$ cat src/rtl/ps2_host_tx.sv
// ps2_host_tx: host-to-device PS/2 byte transmitter using request-to-send, driving pull-low enables.
// Optional single retry after NACK or timeout when PS2_HOST_TX_RETRY_EN is defined.
`timescale 1ns/1ps
module ps2_host_tx #(
    parameter int unsigned INHIBIT_CYCLES = 2800,
    parameter int unsigned TIMEOUT_CYCLES = 420000
) (
    input  logic       clk,
    input  logic       rst,
    input  logic       ps2clk_in,
    input  logic       ps2data_in,
    output logic       ps2clk_oe,
    output logic       ps2data_oe,
    input  logic [7:0] tx_data,
    input  logic       start,
    output logic       busy,
    output logic       done,
    output logic       error
);
    localparam int unsigned IW = $clog2(INHIBIT_CYCLES + 1);
    localparam int unsigned TW = $clog2(TIMEOUT_CYCLES + 1);
    localparam int unsigned BW = 4;

    typedef enum logic [2:0] {
        IDLE,
        INHIBIT,
        REQ,
        SHIFT,
        ACK,
        WAIT_IDLE,
        FAIL
`ifdef PS2_HOST_TX_RETRY_EN
        , RETRY
`endif
    } state_t;

    state_t          state, state_nxt;
    logic [IW-1:0]   icnt, icnt_nxt;
    logic [TW-1:0]   tcnt, tcnt_nxt;
    logic [BW-1:0]   bcnt, bcnt_nxt;
    logic [7:0]      data_q, data_nxt;
    logic            parity_q, parity_nxt;
    logic            clk_oe_nxt, data_oe_nxt, busy_nxt, done_nxt, error_nxt;
`ifdef PS2_HOST_TX_RETRY_EN
    logic            attempt, attempt_nxt;
`endif

    // Pin synchronizers; lines idle high so the flops reset to 1 to avoid a false edge.
    logic clk_s1, clk_s2, clk_h, data_s1, data_s2;
    always_ff @(posedge clk or posedge rst) begin
        if (rst) begin
            clk_s1  <= 1'b1;
            clk_s2  <= 1'b1;
            clk_h   <= 1'b1;
            data_s1 <= 1'b1;
            data_s2 <= 1'b1;
        end else begin
            clk_s1  <= ps2clk_in;
            clk_s2  <= clk_s1;
            clk_h   <= clk_s2;
            data_s1 <= ps2data_in;
            data_s2 <= data_s1;
        end
    end

    logic fe_c;
    logic timeout_c;
    logic fail_c;
    assign fe_c      = clk_h & ~clk_s2;
    assign timeout_c = (tcnt == TW'(TIMEOUT_CYCLES - 1));

    // Next-state and next-output logic
    always_comb begin
        state_nxt   = state;
        icnt_nxt    = icnt;
        tcnt_nxt    = tcnt;
        bcnt_nxt    = bcnt;
        data_nxt    = data_q;
        parity_nxt  = parity_q;
        clk_oe_nxt  = ps2clk_oe;
        data_oe_nxt = ps2data_oe;
        busy_nxt    = busy;
        done_nxt    = 1'b0;
        error_nxt   = 1'b0;
        fail_c      = 1'b0;
`ifdef PS2_HOST_TX_RETRY_EN
        attempt_nxt = attempt;
`endif

        // Free-running saturating timeout counter, cleared on entry to REQ
        if (tcnt != TW'(TIMEOUT_CYCLES))
            tcnt_nxt = tcnt + TW'(1);

        case (state)
            IDLE: begin
                clk_oe_nxt  = 1'b0;
                data_oe_nxt = 1'b0;
                if (start && !busy) begin
                    data_nxt   = tx_data;
                    parity_nxt = ~^tx_data;
                    busy_nxt   = 1'b1;
                    clk_oe_nxt = 1'b1;
                    icnt_nxt   = '0;
                    state_nxt  = INHIBIT;
`ifdef PS2_HOST_TX_RETRY_EN
                    attempt_nxt = 1'b0;
`endif
                end
            end
            INHIBIT: begin
                icnt_nxt = icnt + IW'(1);
                if (icnt == IW'(INHIBIT_CYCLES - 1)) begin
                    clk_oe_nxt  = 1'b0;
                    data_oe_nxt = 1'b1;
                    tcnt_nxt    = '0;
                    bcnt_nxt    = '0;
                    state_nxt   = REQ;
                end
            end
            REQ: begin
                state_nxt = SHIFT;
                fail_c    = timeout_c;
            end
            SHIFT: begin
                if (fe_c) begin
                    bcnt_nxt = bcnt + BW'(1);
                    if (bcnt < BW'(8)) begin
                        data_oe_nxt = ~data_q[bcnt[2:0]];
                    end else if (bcnt == BW'(8)) begin
                        data_oe_nxt = ~parity_q;
                    end else begin
                        data_oe_nxt = 1'b0;
                        state_nxt   = ACK;
                    end
                end
                fail_c = timeout_c;
            end
            ACK: begin
                if (fe_c) begin
                    if (!data_s2)
                        state_nxt = WAIT_IDLE;
                    else
                        fail_c = 1'b1;
                end
                if (timeout_c)
                    fail_c = 1'b1;
            end
            WAIT_IDLE: begin
                if (clk_s2 && data_s2) begin
                    done_nxt  = 1'b1;
                    busy_nxt  = 1'b0;
                    state_nxt = IDLE;
                end
                fail_c = timeout_c;
            end
            FAIL: begin
                state_nxt = IDLE;
            end
`ifdef PS2_HOST_TX_RETRY_EN
            RETRY: begin
                clk_oe_nxt = 1'b1;
                icnt_nxt   = '0;
                state_nxt  = INHIBIT;
            end
`endif
            default: begin
                state_nxt = IDLE;
            end
        endcase

        // NACK or timeout: release both lines, then retry once or report the error
        if (fail_c) begin
            clk_oe_nxt  = 1'b0;
            data_oe_nxt = 1'b0;
            done_nxt    = 1'b0;
`ifdef PS2_HOST_TX_RETRY_EN
            if (!attempt) begin
                attempt_nxt = 1'b1;
                state_nxt   = RETRY;
            end else begin
                error_nxt = 1'b1;
                busy_nxt  = 1'b0;
                state_nxt = FAIL;
            end
`else
            error_nxt = 1'b1;
            busy_nxt  = 1'b0;
            state_nxt = FAIL;
`endif
        end
    end

    // State and registered outputs
    always_ff @(posedge clk or posedge rst) begin
        if (rst) begin
            state      <= IDLE;
            icnt       <= '0;
            tcnt       <= '0;
            bcnt       <= '0;
            data_q     <= '0;
            parity_q   <= 1'b0;
            ps2clk_oe  <= 1'b0;
            ps2data_oe <= 1'b0;
            busy       <= 1'b0;
            done       <= 1'b0;
            error      <= 1'b0;
`ifdef PS2_HOST_TX_RETRY_EN
            attempt    <= 1'b0;
`endif
        end else begin
            state      <= state_nxt;
            icnt       <= icnt_nxt;
            tcnt       <= tcnt_nxt;
            bcnt       <= bcnt_nxt;
            data_q     <= data_nxt;
            parity_q   <= parity_nxt;
            ps2clk_oe  <= clk_oe_nxt;
            ps2data_oe <= data_oe_nxt;
            busy       <= busy_nxt;
            done       <= done_nxt;
            error      <= error_nxt;
`ifdef PS2_HOST_TX_RETRY_EN
            attempt    <= attempt_nxt;
`endif
        end
    end

endmodule
$ cat config.mk
export PLATFORM = sky130hd
export DESIGN_NAME = ps2_host_tx
export DESIGN_NICKNAME = d
export VERILOG_FILES = /design/src/rtl/ps2_host_tx.sv
export SDC_FILE = /design/constraint.sdc
export NUM_CORES = 1
export LEC_CHECK = 0
export ABC_CLOCK_PERIOD_IN_PS = 4300
export BUFFER_PORTS_ARGS = -buffer_cell sky130_fd_sc_hd__buf_4
export CORE_MARGIN = 1.5
export CORE_UTILIZATION = 55
export CTS_CLUSTER_DIAMETER = 50
export DETAILED_ROUTE_END_ITERATION = 10
export GPL_ROUTABILITY_DRIVEN = 0
export HOLD_SLACK_MARGIN = 0.15
export PLACE_DENSITY = 0.79
export SLEW_MARGIN = 20
export SYNTH_ARGS = -nofsm -noshare
export SYNTH_HDL_FRONTEND = slang
export SYNTH_SLANG_ARGS = --single-unit
$ cat constraint.sdc
create_clock -name clk -period 4.3 [get_ports clk]
set_clock_uncertainty 0.05 [all_clocks]
set_input_delay 0.86 -clock clk [delete_from_list [all_inputs] [get_ports clk]]
set_output_delay 0.86 -clock clk [all_outputs]
set_load 0.02 [all_outputs]
======== After elaboration in Yosys (flattened, before gate mapping) ========
Cells that the tools add are included.
storage, ports and cells
  register bits ........................... 57
  bits of input ports ..................... 13
  output and inout port bits .............. 5
  word-level logic and storage cells ...... 105
cells by class
  $add $sub $neg .......................... 3
  order comparisons ....................... 2
  eq/ne operators ......................... 20
  muxes and demuxes ....................... 42
  bitwise gates (word level) .............. 4
  reductions and logical operators ........ 18
operators with widths
  operator                 number
  $mux W19                 3
  $mux W3                  9
  $ne A3 B3 Y1 const B     8
  $pmux W12 S2             1
  $add A19 B1 Y19 const B  1
  $eq A19 B19 Y1 const B   1
  $mux W1                  19
  $ne A19 B19 Y1 const B   1
  $pmux W3 S6              1
  $add A12 B1 Y12 const B  1
  $eq A12 B12 Y1 const B   1
  $mux W12                 1
  $reduce_and A3 Y1        3
  $mux W4                  2
  $pmux W4 S2              1
  $reduce_and A8 Y1        1
  $reduce_xnor A8 Y1       1
  $eq A3 B2 Y1 const B     2
  $eq A3 B3 Y1 const B     2
  $ne A2 B2 Y1 const B     3
  $pmux W1 S2              3
  $reduce_and A2 Y1        3
  $reduce_bool A3 Y1       2
  $add A4 B1 Y4 const B    1
  14 further kinds         18

======== Longest topological paths before layout ========
Gate-level depths: netlist (run 1).
  depth after elaboration ................. 7
  mapped depth ............................ 7
  gate-level depth less buffers ........... 7

======== Worst setup path after synthesis (run 1) ========
OpenSTA, ideal clock, no wires.
  kind .................................... input -> register
  from .................................... in start
  to ...................................... reg state[0]
  setup time .............................. 0.065 ns
  arrival ................................. 1.761 ns
  data required time ...................... 4.185 ns
  path slack .............................. 2.424 ns
  stages .................................. 5
  buffers on the path ..................... 0
  path through ............................ nand2b_1 a31o_2 o22a_1 a221oi_1 o22a_1
on the way
  longest elaborated chain between the ends .. 3
ends and longest elaborated chain
  item                                line  text
  from (decl)                         15    input logic start,
  $logic_and A1 B1 Y1                 98    if (start && !busy) begin
  $ne A3 B3 Y1 (no source line)       n/a
  $reduce_and A8 Y1 (no source line)  n/a
  to (signal assigned)                211   state <= state_nxt;
  to (decl)                           37    state_t state, state_nxt;
Every way passes these cells.
A chain may end at the register's enable or synchronous reset.

======== Worst setup path after layout (run 1) ========
  from .................................... reg state[2]
  to ...................................... reg state[1]
on the way
  longest elaborated chain between the ends .. 5
  elaborated cells on any way between the ends .. 19
  classes of those cells .................. 13 x eq/ne; 3 x mux; 3 x reduce/logical
ends and longest elaborated chain
  item                                                 line  text
  $eq A3 B3 Y1 / $eq A3 B2 Y1 (equally long branches)  94    case (state)
  $reduce_or A3 Y1 (no source line)                    n/a
  $pmux W1 S2                                          94
  $ne A3 B3 Y1 (no source line)                        n/a
  $reduce_and A8 Y1 (no source line)                   n/a
Parallel ways exist; a longest one is shown, timed or not.

==> run summary, run 1 <==
Post-Syn Area = 0.00289 mm^2
kind of critical path = flop to flop
area share of fa/ha/maj cells after synthesis = 0.0216
first-pass GRT wire length = 9.09 mm
CTS tree = built
minimum clock period = 2.40 ns
hold_buf cts = 0
Fin Hold WS = 0.307 ns
R2R Path End = state[1]
warnings from Yosys = 0
CTS Buf Count = 9
vias = 2196
DRC = 0
Max FO, Critical Path = 13
H-tree depth = 3
clock latency on the worst-skew pair = 0.32 ns
Yosys cell types = 50
Cell Rows = 26
xor-xnor portion of the synthesized cell area = 0.0818
Post-Place Cells = 379
total routing usage reported by global routing = 0.216
Clock transition at path regs = 0.06 ns
Worst Setup EP = state[1]
largest net degree at the start of global routing = 34
CORE AREA = 0.00507 mm^2
FF-to-FF setup slack = 1.90 ns
DR WL/cell = 13.6 um
Worst slew margin = 0.398
register area share after synthesis = 0.495
Ant. Diodes = 0
Critical Path AT = 2.61 ns
Setup-failing EPs final = 0
total iterations of the first detailed-routing run = 4
Final Hold Fails = 0
post-synthesis mux area share = 0.0333
Port Buffers = 17
fraction of layout cells with a size suffix above 1 = 0.145
Initial Util = 0.570
crit start category = flop
root buffer cell = clkbuf_8
Mean Syn Cell Area = 9.64 um^2
Post-synth ARST share = 1.00
Worst-Margin Slew = 0.900 ns
FMAX = 0.416 GHz
post-DR vias/cell = 5.57
vias in the first global route = 2040
P_leak = 1.49 nW
Nets = 338
most frequent cells in the layout = dfrtp_1, nand2_1, nor2_1
die width = 75.5 um
Max Cap Viol = 0
Die Ht = 75.5 um
Critical path origin = state[2]
initial antenna violation count = 0
Slew Viols, Final = 0
commonest non-fill, non-tap cell in the layout = dfrtp_1
Sum Neg Setup Slack = 0 ns
detailed placer's ending HPWL = 3.75 mm
post-synthesis compound-gate area fraction = 0.0948
Post-synth EDFFs = 0
Final Core Density = 0.639
DRT iter0 DRCs = 110
Synth Net Count = 318
worst vdd ir = 0.296 mV
fin cells = 394
RSZ-0062 raised after global routing = false
Final period util = 0.558
status = finished clean
dpl ws = 1.96 ns
die area = 0.00570 mm^2
Syn-to-layout area delta = 12.2%
main combinational cell family by area after synthesis = simple AND/OR/NAND/NOR gates
final worst setup slack = 1.90 ns
fillers = 438
Ports = 18
Pwr Density = 450 mW/mm^2
area share of and/or/nand/nor cells after synthesis = 0.244
post-cts sizing count = 0
synthesized instance count = 300
Routed Antenna Nets = 0
clock sink count = 57
worst min path class = flop to flop
Seq cells post-synth = 57
Synth Flop Type = dfrtp_1
Worst R2R Path Depth = 5
Post-CTS Setup Bufs = 0
origin of the critical flop-to-flop path = state[2]
final wirelength = 5.35 mm
crit end category = flop
GRT overflow = 0
maximum buffer depth of the clock tree = 2
Worst Path Required = 4.51 ns
[worst min path at each step]
stage             from       to  slack, ns  cells past startpoint
2_1_floorplan   clk_s1   clk_s2       0.30                      0
3_3_place_gp    clk_s1   clk_s2       0.30                      0
3_5_place_dp    clk_s1   clk_s2       0.30                      0
4_1_cts         clk_s1   clk_s2       0.31                      0
5_1_grt        data_s1  data_s2       0.31                      0
6_report        clk_s1   clk_s2       0.31                      0
[critical path: stages (launching register included)]
cell     delay [ns]
dfrtp_1        0.50
nor2_1         0.26
nand2_1        0.27
nor2_1         0.78
buf_4          0.32
a311o_1        0.15
[flip-flops by register name, indices dropped and copies added (netlist names)]
signal and cells:
data_s2 1, clk_h 1, error 1, icnt 12, ps2data_oe 1, ps2clk_oe 1
state 3, tcnt 19, clk_s2 1, parity_q 1, data_q 8, data_s1 1
clk_s1 1, busy 1, done 1, bcnt 4
[Yosys cell counts, types with 2 or more instances]
cell | number | area share
or3b_2 | 2 | 0.0061
nor4b_1 | 2 | 0.0061
clkbuf_1 | 7 | 0.0091
a211oi_1 | 2 | 0.0052
a21oi_1 | 6 | 0.010
dfrtp_1 | 52 | 0.45
mux2i_1 | 4 | 0.014
a311oi_1 | 2 | 0.0061
and3_1 | 9 | 0.019
nand3b_1 | 2 | 0.0052
a31oi_1 | 4 | 0.0087
nor2b_1 | 2 | 0.0043
and2_1 | 4 | 0.0087
xnor2_1 | 14 | 0.042
nand3_1 | 12 | 0.021
nand2_1 | 49 | 0.064
nor3_1 | 6 | 0.010
o21ai_0 | 18 | 0.031
nand2b_1 | 4 | 0.0087
buf_2 | 3 | 0.0052
ha_1 | 5 | 0.022
mux4_2 | 2 | 0.016
xor2_1 | 13 | 0.039
inv_1 | 8 | 0.010
dfstp_2 | 5 | 0.045
nor2_1 | 30 | 0.039
o22a_1 | 2 | 0.0061
nand4_1 | 9 | 0.019
[report_power, final]
| part | total [mW] | leakage [nW] | internal [mW] | switching (mW) |
|---|---|---|---|---|
| logic | 0.294 | 0.678 | 0.142 | 0.152 |
| registers | 0.756 | 0.730 | 0.651 | 0.105 |
| clock network | 0.410 | 0.0778 | 0.223 | 0.187 |
[metal layers]
metal	vias to the layer above	wire, um	track usage
li1	1085	-	-
met1	1065	2620	0.297
met2	38	2470	0.312
met3	8	172	0.0556
met4	0	83	0.123
met5	-	0	0
[through the flow]
| stage | total power [mW] | cell area (um^2) |
|---|---|---|
| after detailed placement | 1.06 | 3090 |
| after CTS | 1.47 | 3240 |
| after global routing | 1.56 | 3240 |
| after global placement | 1.04 | 3090 |
| final | 1.46 | 3240 |
| after floorplan | 0.966 | 2890 |
[logic make-up (layout without fill, tap and decap cells)]
kind of cell,after synthesis,after routing
multiplexers,7,7
AND/OR/NAND/NOR,141,141
buffers and inverters,20,44
AO/OA/AOI/OAI,43,43
XOR/XNOR,27,27
adder cells (fa/ha/maj),5,5
flip-flops,57,57
[layout make-up]
cell class	instances	area (um^2)	area share
Sequential cell	57	1430	0.442
Tap cell	70	87.6	0.0270
Inverter	9	33.8	0.0104
Timing Repair Buffer	20	150	0.0463
Clock buffer	15	156	0.0482
Multi-Input combinational cell	223	1380	0.426
Power figures use the tool's default switching activity.
==> run 2: changes to the inputs <==
- ABC_AREA: default -> 1
- ABC_CLOCK_PERIOD_IN_PS: 4300 -> 2200
- PLACE_DENSITY: 0.79 -> 0.82
- clock period: 4.3 -> 2.2 ns (I/O delays scaled with it)
==> run summary, run 2 <==
Power Internal = 2.19 mW
largest area contributor in the netlist = dfrtp_1
Port Buffers = 17
top-count cell post-synth = nand2_1
biggest regs = tcnt (19), icnt (12), data_q (8)
Slew Viols, Final = 0
crit end category = flop
initial antenna violation count = 0
root buffer cell = clkbuf_8
detailed placer's ending HPWL = 4.67 mm
H-tree depth = 3
Cell Rows = 27
Post-synth ARST share = 1.00
largest net degree at the start of global routing = 27
maximum buffer depth of the clock tree = 2
kind of critical path = flop to flop
fillers = 451
Max FO, Critical Path = 8
RSZ-0062 raised after global routing = false
Post-Syn Area = 0.00307 mm^2
DRT iter0 DRCs = 193
die width = 77.7 um
warnings from Yosys = 0
final wirelength = 6.23 mm
Synth Net Count = 402
FMAX = 0.542 GHz
clock network fraction of design power = 0.267
sequential share of power = 0.420
CORE AREA = 0.00544 mm^2
crit start category = flop
DRC = 0
commonest non-fill, non-tap cell in the layout = nand2_1
Logic pwr share = 0.313
post-cts sizing count = 0
Ports = 18
Synth Flop Type = dfrtp_1
most frequent cells in the layout = nand2_1, dfrtp_1, inv_1
post-DR vias/cell = 5.28
status = finished clean
dpl ws = 0.373 ns
sw power = 1.28 mW
minimum clock period = 1.84 ns
final worst setup slack = 0.356 ns
Post-synth EDFFs = 0
Initial Util = 0.564
clock latency on the worst-skew pair = 0.32 ns
register area share after synthesis = 0.467
DR WL/cell = 12.7 um
GRT overflow = 0
Routed Antenna Nets = 0
Final Hold Fails = 0
Largest register FFs = 19
synthesized instance count = 384
Seq cells post-synth = 57
Worst-Margin Slew = 0.413 ns
Pwr Density = 987 mW/mm^2
P_leak = 1.69 nW
Die Ht = 77.7 um
CTS tree = built
Worst R2R Path Depth = 7
total routing usage reported by global routing = 0.231
Worst Path Required = 2.37 ns
Ant. Diodes = 0
worst min path class = input port to flop
clock sink count = 57
Switching Share = 0.368
first-pass GRT wire length = 11.1 mm
Worst slew margin = 0.722
Yosys cell types = 35
Clock transition at path regs = 0.07 ns
Nets = 432
vias in the first global route = 2560
Reg with most FFs = tcnt
Synth area leaders = dfrtp_1, nand2_1, nand3_1
Sum Neg Setup Slack = 0 ns
Max Cap Viol = 0
vias = 2591
Mean Syn Cell Area = 7.99 um^2
Critical Path AT = 2.01 ns
Setup-failing EPs final = 0
die area = 0.00604 mm^2
Syn-to-layout area delta = 14.5%
fraction of layout cells with a size suffix above 1 = 0.189
Final period util = 0.838
post-synth top area share = 0.424
cell depth of the worst hold path = 1
total iterations of the first detailed-routing run = 5
CTS Buf Count = 9
worst vdd ir = 1.05 mV
Post-CTS Setup Bufs = 0
top cells by instance count after synthesis = nand2_1, dfrtp_1, inv_1
-- run 2: worst paths after layout --
| check | start | endpoint | slack, ns |
|---|---|---|---|
| setup reg to reg | icnt[0] | bcnt[3] | 0.36 |
| hold / removal | ps2data_in | data_s1 | 0.18 |
| hold reg to reg | clk_s1 | clk_s2 | 0.31 |
| max in group asynchronous | rst | clk_h | 0.91 |
| setup / recovery | icnt[0] | bcnt[3] | 0.36 |
| min in group asynchronous | rst | bcnt[3] | 0.59 |
-- run 2: logic make-up after synthesis --
| logic type | Yosys count | share of synthesized area |
|---|---|---|
| DFF | 57 | 0.467 |
| and+or+nand+nor | 193 | 0.295 |
| adders and majority gates | 5 | 0.0204 |
| xor gates and xnor gates | 12 | 0.0342 |
| AOI/OAI and AO/OA | 62 | 0.115 |
| buffers and inverters | 55 | 0.0693 |
-- run 2: final cells by class --
cell class,instances,area (um^2),area share
timing repair buffer,22,180,0.0513
clock inverter,2,10.0,0.00285
inverter,52,195,0.0555
sequential,57,1430,0.408
clock buffer,14,183,0.0520
tap,72,90.1,0.0256
multi-input combinational,272,1420,0.405
-- run 2: repair_timing --
| item | in CTS | in global routing |
|---|---|---|
| hold buffers | 1 | 0 |
| setup endpoints to repair | 0 | 0 |
| hold endpoints to repair | 14 | 0 |
-- run 2: per-stage QoR --
step	hold slack (ns)	utilization	instances	instance area (um^2)	power, mW
2_1_floorplan	0.295	-	384	3070	2.25
3_3_place_gp	0.296	0.609	474	3310	2.49
3_5_place_dp	0.299	0.609	474	3310	2.55
4_1_cts	0.166	0.646	491	3510	3.49
5_1_grt	0.160	0.646	491	3510	3.72
6_report	0.177	0.646	491	3510	3.47
-- run 2: power groups by stage --
stage               logic, mW  registers [mW]  clock network, mW
finish                   1.09            1.46              0.926
global route             1.25            1.49              0.983
CTS                      1.09            1.46              0.943
detailed placement       1.08            1.47                  0
global placement         1.02            1.46                  0
floorplan               0.790            1.46                  0
-- run 2: metal layers --
metal  share of wire  GRT usage  wire length [um]  vias to the layer above
li1                -          -                 -                     1320
met5               0          0                 0                        -
met3           0.029     0.0376               180                       15
met1            0.47      0.311              2930                     1201
met4           0.024      0.111               152                        0
met2            0.48      0.363              2970                       55
-- run 2: worst max-delay path, stage by stage (launching register included) --
cell     delay, ns
dfrtp_1       0.39
ha_1          0.19
nand2_1       0.11
nor2_1        0.26
nand4_2       0.30
a21oi_2       0.23
xor2_1        0.16
nor2_1        0.05
